--- src/rtl/axil_req_arbiter_if.sv ---
// Purpose : bundle of requester-side and master-side signals around axil_req_arbiter.
// Latency : n/a (wires only).
// Backpressure: req_valid/req_ready per requester; responses have no backpressure.
// Ports:
//   requester side : req_valid, req_ready, req_op, req_addr, req_wdata (packed per requester),
//                    resp_valid (one-hot), resp_rdata, resp_err
//   master side    : m_addr, m_wdata, m_opcode (to master); m_rdata, m_rvalid, m_wdone,
//                    m_rd_err, m_wr_err, m_busy (from master)
//   modport slave  : the arbiter's view; modport master : the requesters' + master's view.
interface axil_req_arbiter_if #(
  parameter int NUM_REQ  = 4,
  parameter int ADDR_LEN = 8,
  parameter int DATA_LEN = 32
) ();
  logic [NUM_REQ-1:0]          req_valid;
  logic [NUM_REQ-1:0]          req_ready;
  logic [2*NUM_REQ-1:0]        req_op;
  logic [ADDR_LEN*NUM_REQ-1:0] req_addr;
  logic [DATA_LEN*NUM_REQ-1:0] req_wdata;
  logic [NUM_REQ-1:0]          resp_valid;
  logic [DATA_LEN-1:0]         resp_rdata;
  logic                        resp_err;

  logic [ADDR_LEN-1:0]         m_addr;
  logic [DATA_LEN-1:0]         m_wdata;
  logic [1:0]                  m_opcode;
  logic [DATA_LEN-1:0]         m_rdata;
  logic                        m_rvalid;
  logic                        m_wdone;
  logic                        m_rd_err;
  logic                        m_wr_err;
  logic                        m_busy;

  modport slave (
    input  req_valid, req_op, req_addr, req_wdata,
    input  m_rdata, m_rvalid, m_wdone, m_rd_err, m_wr_err, m_busy,
    output req_ready, resp_valid, resp_rdata, resp_err,
    output m_addr, m_wdata, m_opcode
  );

  modport master (
    output req_valid, req_op, req_addr, req_wdata,
    output m_rdata, m_rvalid, m_wdone, m_rd_err, m_wr_err, m_busy,
    input  req_ready, resp_valid, resp_rdata, resp_err,
    input  m_addr, m_wdata, m_opcode
  );
endinterface

--- src/rtl/axil_req_arbiter.sv ---
// Purpose : round-robin share of one easy_axilite_master user port among NUM_REQ requesters.
// Latency : accept c0, opcode c1 (later if m_busy), response 1 cycle after completion; illegal op responds at c1.
// Backpressure: one request in flight; req_ready only in IDLE; m_busy stalls ISSUE; responses cannot be stalled.
// Ports:
//   clk, rst  : clock and synchronous active-high reset (the master shares this reset)
//   bus       : axil_req_arbiter_if.slave (requester request/response + master user port)
module axil_req_arbiter #(
  parameter int NUM_REQ  = 4,
  parameter int ADDR_LEN = 8,
  parameter int DATA_LEN = 32
) (
  input  logic              clk,
  input  logic              rst,
  axil_req_arbiter_if.slave bus
);

  localparam int         IDX_W = $clog2(NUM_REQ);
  localparam logic [1:0] OP_WR = 2'd1;
  localparam logic [1:0] OP_RD = 2'd2;

  typedef enum logic [1:0] {
    S_IDLE,
    S_ISSUE,
    S_WAIT,
    S_RESP
  } state_t;

  state_t              state_q, state_d;
  logic [IDX_W-1:0]    ptr_q;
  logic [IDX_W-1:0]    idx_q;
  logic [1:0]          op_q;
  logic [ADDR_LEN-1:0] addr_q;
  logic [DATA_LEN-1:0] wdata_q;
  logic [DATA_LEN-1:0] rdata_q;
  logic                err_q;

  logic [IDX_W-1:0]    gnt_idx;
  logic [IDX_W-1:0]    cand;
  logic                gnt_found;
  logic                accept;
  logic                op_legal;
  logic                issue;
  logic                cpl;

  // Per-requester views of the packed request buses.
  logic [1:0]          op_arr    [NUM_REQ];
  logic [ADDR_LEN-1:0] addr_arr  [NUM_REQ];
  logic [DATA_LEN-1:0] wdata_arr [NUM_REQ];

  for (genvar g = 0; g < NUM_REQ; g++) begin : g_unpack
    assign op_arr[g]    = bus.req_op[2*g +: 2];
    assign addr_arr[g]  = bus.req_addr[ADDR_LEN*g +: ADDR_LEN];
    assign wdata_arr[g] = bus.req_wdata[DATA_LEN*g +: DATA_LEN];
  end

  // Round-robin search: first valid requester after ptr, wrapping around.
  // The last candidate examined is ptr itself, so a lone requester can win back-to-back.
  always_comb begin
    gnt_found = 1'b0;
    gnt_idx   = '0;
    cand      = '0;
    for (int k = 1; k <= NUM_REQ; k++) begin
      cand = IDX_W'((int'(ptr_q) + k) % NUM_REQ);
      if (!gnt_found && bus.req_valid[cand]) begin
        gnt_found = 1'b1;
        gnt_idx   = cand;
      end
    end
  end

  // No handshake while reset is held: anything accepted then would be wiped anyway.
  assign accept   = (state_q == S_IDLE) && gnt_found && !rst;
  assign op_legal = (op_arr[gnt_idx] == OP_WR) || (op_arr[gnt_idx] == OP_RD);
  assign issue    = (state_q == S_ISSUE) && !bus.m_busy && !rst;
  // Only the completion matching the in-flight op counts; a stray pulse of the other kind is ignored.
  assign cpl      = (state_q == S_WAIT) &&
                    (((op_q == OP_WR) && bus.m_wdone) || ((op_q == OP_RD) && bus.m_rvalid));

  // State register
  always_ff @(posedge clk) begin
    if (rst) begin
      state_q <= S_IDLE;
    end else begin
      state_q <= state_d;
    end
  end

  // Next-state logic
  always_comb begin
    state_d = state_q;
    case (state_q)
      S_IDLE:  if (accept) state_d = op_legal ? S_ISSUE : S_RESP;
      S_ISSUE: if (issue)  state_d = S_WAIT;
      S_WAIT:  if (cpl)    state_d = S_RESP;
      S_RESP:              state_d = S_IDLE;
      default:             state_d = S_IDLE;
    endcase
  end

  // Captured request, result and fairness pointer
  always_ff @(posedge clk) begin
    if (rst) begin
      ptr_q   <= IDX_W'(NUM_REQ - 1);
      idx_q   <= '0;
      op_q    <= '0;
      addr_q  <= '0;
      wdata_q <= '0;
      rdata_q <= '0;
      err_q   <= 1'b0;
    end else begin
      if (accept) begin
        idx_q   <= gnt_idx;
        op_q    <= op_arr[gnt_idx];
        rdata_q <= '0;
        // An illegal opcode is answered with an error without touching the master.
        err_q   <= !op_legal;
        if (op_legal) begin
          addr_q  <= addr_arr[gnt_idx];
          wdata_q <= wdata_arr[gnt_idx];
        end
      end
      if (cpl) begin
        if (op_q == OP_RD) begin
          rdata_q <= bus.m_rdata;
          err_q   <= bus.m_rd_err;
        end else begin
          err_q   <= bus.m_wr_err;
        end
      end
      if (state_q == S_RESP) begin
        ptr_q <= idx_q;
      end
    end
  end

  // Output logic
  always_comb begin
    bus.req_ready  = '0;
    bus.resp_valid = '0;
    bus.resp_err   = 1'b0;
    bus.m_opcode   = 2'd0;
    if (accept) begin
      bus.req_ready = NUM_REQ'(1) << gnt_idx;
    end
    if (state_q == S_RESP) begin
      bus.resp_valid = NUM_REQ'(1) << idx_q;
      bus.resp_err   = err_q;
    end
    // Opcode is a single-cycle trigger; holding it at 0 elsewhere keeps the master from re-firing.
    if (issue) begin
      bus.m_opcode = op_q;
    end
  end

  assign bus.m_addr     = addr_q;
  assign bus.m_wdata    = wdata_q;
  assign bus.resp_rdata = rdata_q;

endmodule
--- src/flat_wrapper.sv ---
// flat-port wrapper written by rule: the top's interface ports become plain ports
module axil_req_arbiter_flat 
#(
  parameter int NUM_REQ  = 4,
  parameter int ADDR_LEN = 8,
  parameter int DATA_LEN = 32
)
  (clk, rst, bus_req_valid, bus_req_op, bus_req_addr, bus_req_wdata, bus_m_rdata, bus_m_rvalid, bus_m_wdone, bus_m_rd_err, bus_m_wr_err, bus_m_busy, bus_req_ready, bus_resp_valid, bus_resp_rdata, bus_resp_err, bus_m_addr, bus_m_wdata, bus_m_opcode);
  axil_req_arbiter_if #(.NUM_REQ(NUM_REQ), .ADDR_LEN(ADDR_LEN), .DATA_LEN(DATA_LEN)) bus_i ();
  input  logic clk;
  input  logic rst;
  input wire logic [$bits(bus_i.req_valid)-1:0] bus_req_valid;
  input wire logic [$bits(bus_i.req_op)-1:0] bus_req_op;
  input wire logic [$bits(bus_i.req_addr)-1:0] bus_req_addr;
  input wire logic [$bits(bus_i.req_wdata)-1:0] bus_req_wdata;
  input wire logic [$bits(bus_i.m_rdata)-1:0] bus_m_rdata;
  input wire logic [$bits(bus_i.m_rvalid)-1:0] bus_m_rvalid;
  input wire logic [$bits(bus_i.m_wdone)-1:0] bus_m_wdone;
  input wire logic [$bits(bus_i.m_rd_err)-1:0] bus_m_rd_err;
  input wire logic [$bits(bus_i.m_wr_err)-1:0] bus_m_wr_err;
  input wire logic [$bits(bus_i.m_busy)-1:0] bus_m_busy;
  output wire logic [$bits(bus_i.req_ready)-1:0] bus_req_ready;
  output wire logic [$bits(bus_i.resp_valid)-1:0] bus_resp_valid;
  output wire logic [$bits(bus_i.resp_rdata)-1:0] bus_resp_rdata;
  output wire logic [$bits(bus_i.resp_err)-1:0] bus_resp_err;
  output wire logic [$bits(bus_i.m_addr)-1:0] bus_m_addr;
  output wire logic [$bits(bus_i.m_wdata)-1:0] bus_m_wdata;
  output wire logic [$bits(bus_i.m_opcode)-1:0] bus_m_opcode;
  assign bus_i.req_valid = bus_req_valid;
  assign bus_i.req_op = bus_req_op;
  assign bus_i.req_addr = bus_req_addr;
  assign bus_i.req_wdata = bus_req_wdata;
  assign bus_i.m_rdata = bus_m_rdata;
  assign bus_i.m_rvalid = bus_m_rvalid;
  assign bus_i.m_wdone = bus_m_wdone;
  assign bus_i.m_rd_err = bus_m_rd_err;
  assign bus_i.m_wr_err = bus_m_wr_err;
  assign bus_i.m_busy = bus_m_busy;
  assign bus_req_ready = bus_i.req_ready;
  assign bus_resp_valid = bus_i.resp_valid;
  assign bus_resp_rdata = bus_i.resp_rdata;
  assign bus_resp_err = bus_i.resp_err;
  assign bus_m_addr = bus_i.m_addr;
  assign bus_m_wdata = bus_i.m_wdata;
  assign bus_m_opcode = bus_i.m_opcode;
  axil_req_arbiter #(.NUM_REQ(NUM_REQ), .ADDR_LEN(ADDR_LEN), .DATA_LEN(DATA_LEN)) u_core (.clk(clk), .rst(rst), .bus(bus_i));
endmodule
--- config.mk ---
export PLATFORM = sky130hd
export DESIGN_NAME = axil_req_arbiter_flat
export DESIGN_NICKNAME = d
export VERILOG_FILES = /design/src/rtl/axil_req_arbiter_if.sv /design/src/rtl/axil_req_arbiter.sv /design/src/flat_wrapper.sv
export SDC_FILE = /design/constraint.sdc
export NUM_CORES = 1
export LEC_CHECK = 0
export CAP_MARGIN = 40
export CORE_UTILIZATION = 37
export DETAILED_ROUTE_END_ITERATION = 6
export GPL_TIMING_DRIVEN = 0
export PLACE_DENSITY = 0.82
export SYNTH_ARGS = -nofsm -noshare
export SYNTH_HDL_FRONTEND = slang
export SYNTH_SLANG_ARGS = --single-unit
--- constraint.sdc ---
create_clock -name clk -period 2.38 [get_ports clk]
set_input_delay 0.357 -clock clk [delete_from_list [all_inputs] [get_ports clk]]
set_output_delay 0.357 -clock clk [all_outputs]
set_load 0.02 [all_outputs]
==> impl_metrics.toml <==
[grt]
grt_busiest_layer = "met2"
grt_overflow = 0
groute.layer.met2.usage = 0.487
grt_use_total = 0.281
gr-usage-met1 = 0.328
antenna_found_initial = 1
grt_pass1_vias = 5599
use_met3 = 0.0873
grt_pass1_wl_mm = 28.4
grt_max_degree = 16

[critical_path]
worstReg2RegEnd = "u_core.bus.m_wdata[2]"
reg2reg_depth = 8
end_kind = "output port"
worstSetupStartpoint = "u_core.ptr_q[1]"
arrival_ns = 1.97
path_class = "register to output port"
required_ns = 2.02
timing.rr.start = "u_core.ptr_q[0]"
cp_max_fo = 19
cp-start-kind = "register"
r2r_slack_ns = 0.07

[min_path]
hp-class = "register to register"
hold_depth = 2
whs_endpoint = "u_core.bus.m_wdata[19]"
hp-start = "u_core.bus.m_wdata[19]"

[route]
via_per_inst = 5.34
wl_per_cell_um = 16.9
drt_first_pass_iters = 5
first_iter_violations = 335
drc = 0
vias = 5900
drtAntennaViolNets = 0
wl_mm = 18.7

[clock_tree]
clk_path_buf_depth = 2
h-tree-depth = 3
cts_root_buf = "clkbuf_16"
cts_tree = "yes"
clkTransAtPathRegs_ns = 0.07
clkSinkCount = 81
cts_made_buffers = 9
clkLatencyLatePin_ns = 0.34
cts_hold_buf = 0

[synth]
ys_seq_elements = 81
synth.most_common_cell = "nand2_1"
synthTopCellsByArea = "dfxtp_1 35%, nand2_1 15%, a21oi_1 14%, a22o_1 5.6%, o22ai_1 5.5%"
yosys.area_share.simple = 0.245
async_flop_share = 0
ys_warn_count = 0
synthesis.area_um2 = 4570
synthXorXnorAreaFrac = 0.00767
yosysUniqueCellTypes = 42
synth_fp_nets = 858
synth_top_family_by_area = "compound AO/OA/AOI/OAI gates"
ys_seq_area_frac = 0.355
synth_top_area_frac = 0.355
synth_area_leader_cell = "dfxtp_1"
synthMuxAreaShare = 0
avgSynthCellArea_um2 = 7.12
yosys_most_used_dff = "dfxtp_1"
synth_edf_count = 0
synthTopCellsByCount = "181 x nand2_1, 132 x a21oi_1, 81 x dfxtp_1, 44 x nand3_1, 40 x o22ai_1"
netlist_instances = 642
synth-adder-area-share = 0.0137
synth_compound_area_frac = 0.310

[timing]
fin_hold_ws_ns = 0.462
timing.final.hold_violations = 0
fin_crit_sh = 0.976
slew_headroom = 0.654
clock-skew-final_ns = 0.00837
setup_ws_ns = 0.0564
setup_tns_ns = 0
rsz0062_at_grt = "false"
final.min_clock_period_ns = 2.32
worst_pin_slew_ns = 0.519
slew_violations = 0
setup_viol = 0
max_freq_ghz = 0.430

[pwr]
peakVddDrop_mv = 0.370
p_leak_nw = 3.08
power.total_mw = 5.54
power_density_nw_per_um2 = 681

[layout]
final_nets = 1167
drive_above_1_share = 0.0795
final_util = 0.678
n_fill_cell = 1064
area.growth.synth_to_final_pct = 78.2

[die]
die_area_um2 = 12800
io_pins = 294
row_count = 40
die_x_um = 113
start_util = 0.380
die_height_um = 113
coreArea_um2 = 12000

[placement]
hpwl_mm = 14.3
portBuffers = 293
gp_congestion = 0.908
preCtsSetupSlack_ns = -1.23

[flow_run]
drv_cap = 0

[outcome]
status = "completed"
[layout by cell type (no fill, tap or decap), types with 2 or more instances in the layout]
| cell | netlist | routed |
|---|---|---|
| a31oi_1 | 2 | 2 |
| a211oi_1 | 3 | 2 |
| a22o_1 | 29 | 29 |
| clkbuf_2 | 0 | 4 |
| nand2_1 | 181 | 181 |
| nand3_1 | 44 | 44 |
| dfxtp_1 | 81 | 79 |
| o21ai_0 | 7 | 6 |
| nor4_4 | 0 | 3 |
| nand2b_1 | 3 | 3 |
| o211ai_1 | 4 | 4 |
| ha_1 | 5 | 5 |
| and3_1 | 7 | 7 |
| clkbuf_1 | 28 | 25 |
| clkinvlp_4 | 0 | 2 |
| nor3_1 | 4 | 4 |
| dfxtp_2 | 0 | 2 |
| o22ai_1 | 40 | 40 |
| xnor2_1 | 2 | 2 |
| nor2b_1 | 5 | 5 |
| buf_6 | 9 | 11 |
| buf_4 | 0 | 10 |
| dlygate4sd2_1 | 0 | 4 |
| clkbuf_16 | 0 | 9 |
| inv_1 | 4 | 4 |
| nor2_1 | 8 | 7 |
| buf_2 | 17 | 14 |
| clkinv_4 | 0 | 2 |
| buf_1 | 3 | 3 |
| a21oi_1 | 132 | 131 |
| dlymetal6s2s_1 | 0 | 2 |
| xor2_1 | 2 | 2 |
| inv_6 | 0 | 2 |
| clkdlybuf4s50_1 | 0 | 281 |
[kinds of logic after synthesis]
group	after synthesis
compound gates	230
xor+xnor	4
fa+ha+maj	5
buf+inv	61
flops	81
simple gates	261
[per-layer routing]
layer  part of all wire  routed length [um]
met5                  0                   0
met4              0.029                 538
met3              0.091                1700
met2               0.47                8710
met1               0.41                7740
[flip-flops by register name (all words and copies together) (netlist names)]
signal	count
u_core.bus.m_addr	8
u_core.bus.m_wdata	32
u_core.bus.resp_rdata	32
u_core.err_q	1
u_core.idx_q	2
u_core.op_q	2
u_core.ptr_q	2
u_core.state_q	2
[through the flow]
| step | instances | instance area (um^2) |
|---|---|---|
| finish | 1104 | 8140 |
| global route | 1104 | 8140 |
| CTS | 1101 | 8110 |
| detailed placement | 1083 | 7700 |
| global placement | 1082 | 7690 |
| floorplan | 642 | 4580 |
[worst max-delay path, cell delays in order (launching register included)]
cell,delay [ns]
dfxtp_2,0.36
or3b_4,0.43
o221a_4,0.14
buf_6,0.17
nor4_4,0.32
buf_4,0.21
[power breakdown]
part	switching, mW	internal, mW
registers	0.128	1.52
clock network	0.613	0.719
logic	1.41	1.15
total	2.15	3.39
[layout make-up]
type | count | area (um^2) | share of cell area
Buffer | 54 | 317 | 0.0389
Sequential cell | 81 | 1620 | 0.199
Clock inverter | 6 | 50.0 | 0.00615
Tap cell | 147 | 184 | 0.0226
Antenna cell | 1 | 2.50 | 0.000307
Timing Repair Buffer | 301 | 2970 | 0.365
Inverter | 4 | 15.0 | 0.00184
Clock buffer | 10 | 229 | 0.0281
Multi-Input combinational cell | 500 | 2750 | 0.338
[worst max-delay path by stage]
stage	to	slack, ns	cells after the start
CTS	bus_req_ready[0]	0.004	6
floorplan	bus_req_ready[1]	0.1	6
global route	bus_req_ready[0]	0.005	7
global placement	bus_req_ready[1]	-1.24	8
detailed placement	bus_req_ready[1]	-1.23	8
finish	bus_req_ready[1]	0.06	5
[what timing repair did]
item                                    4_1_cts  5_1_grt
gates cloned                                  0        0
pin swaps                                     4        3
setup buffers                                 3        4
resized for setup                            57       10
endpoints found under the setup margin       48       46
(Power assumes the default switching activity.)
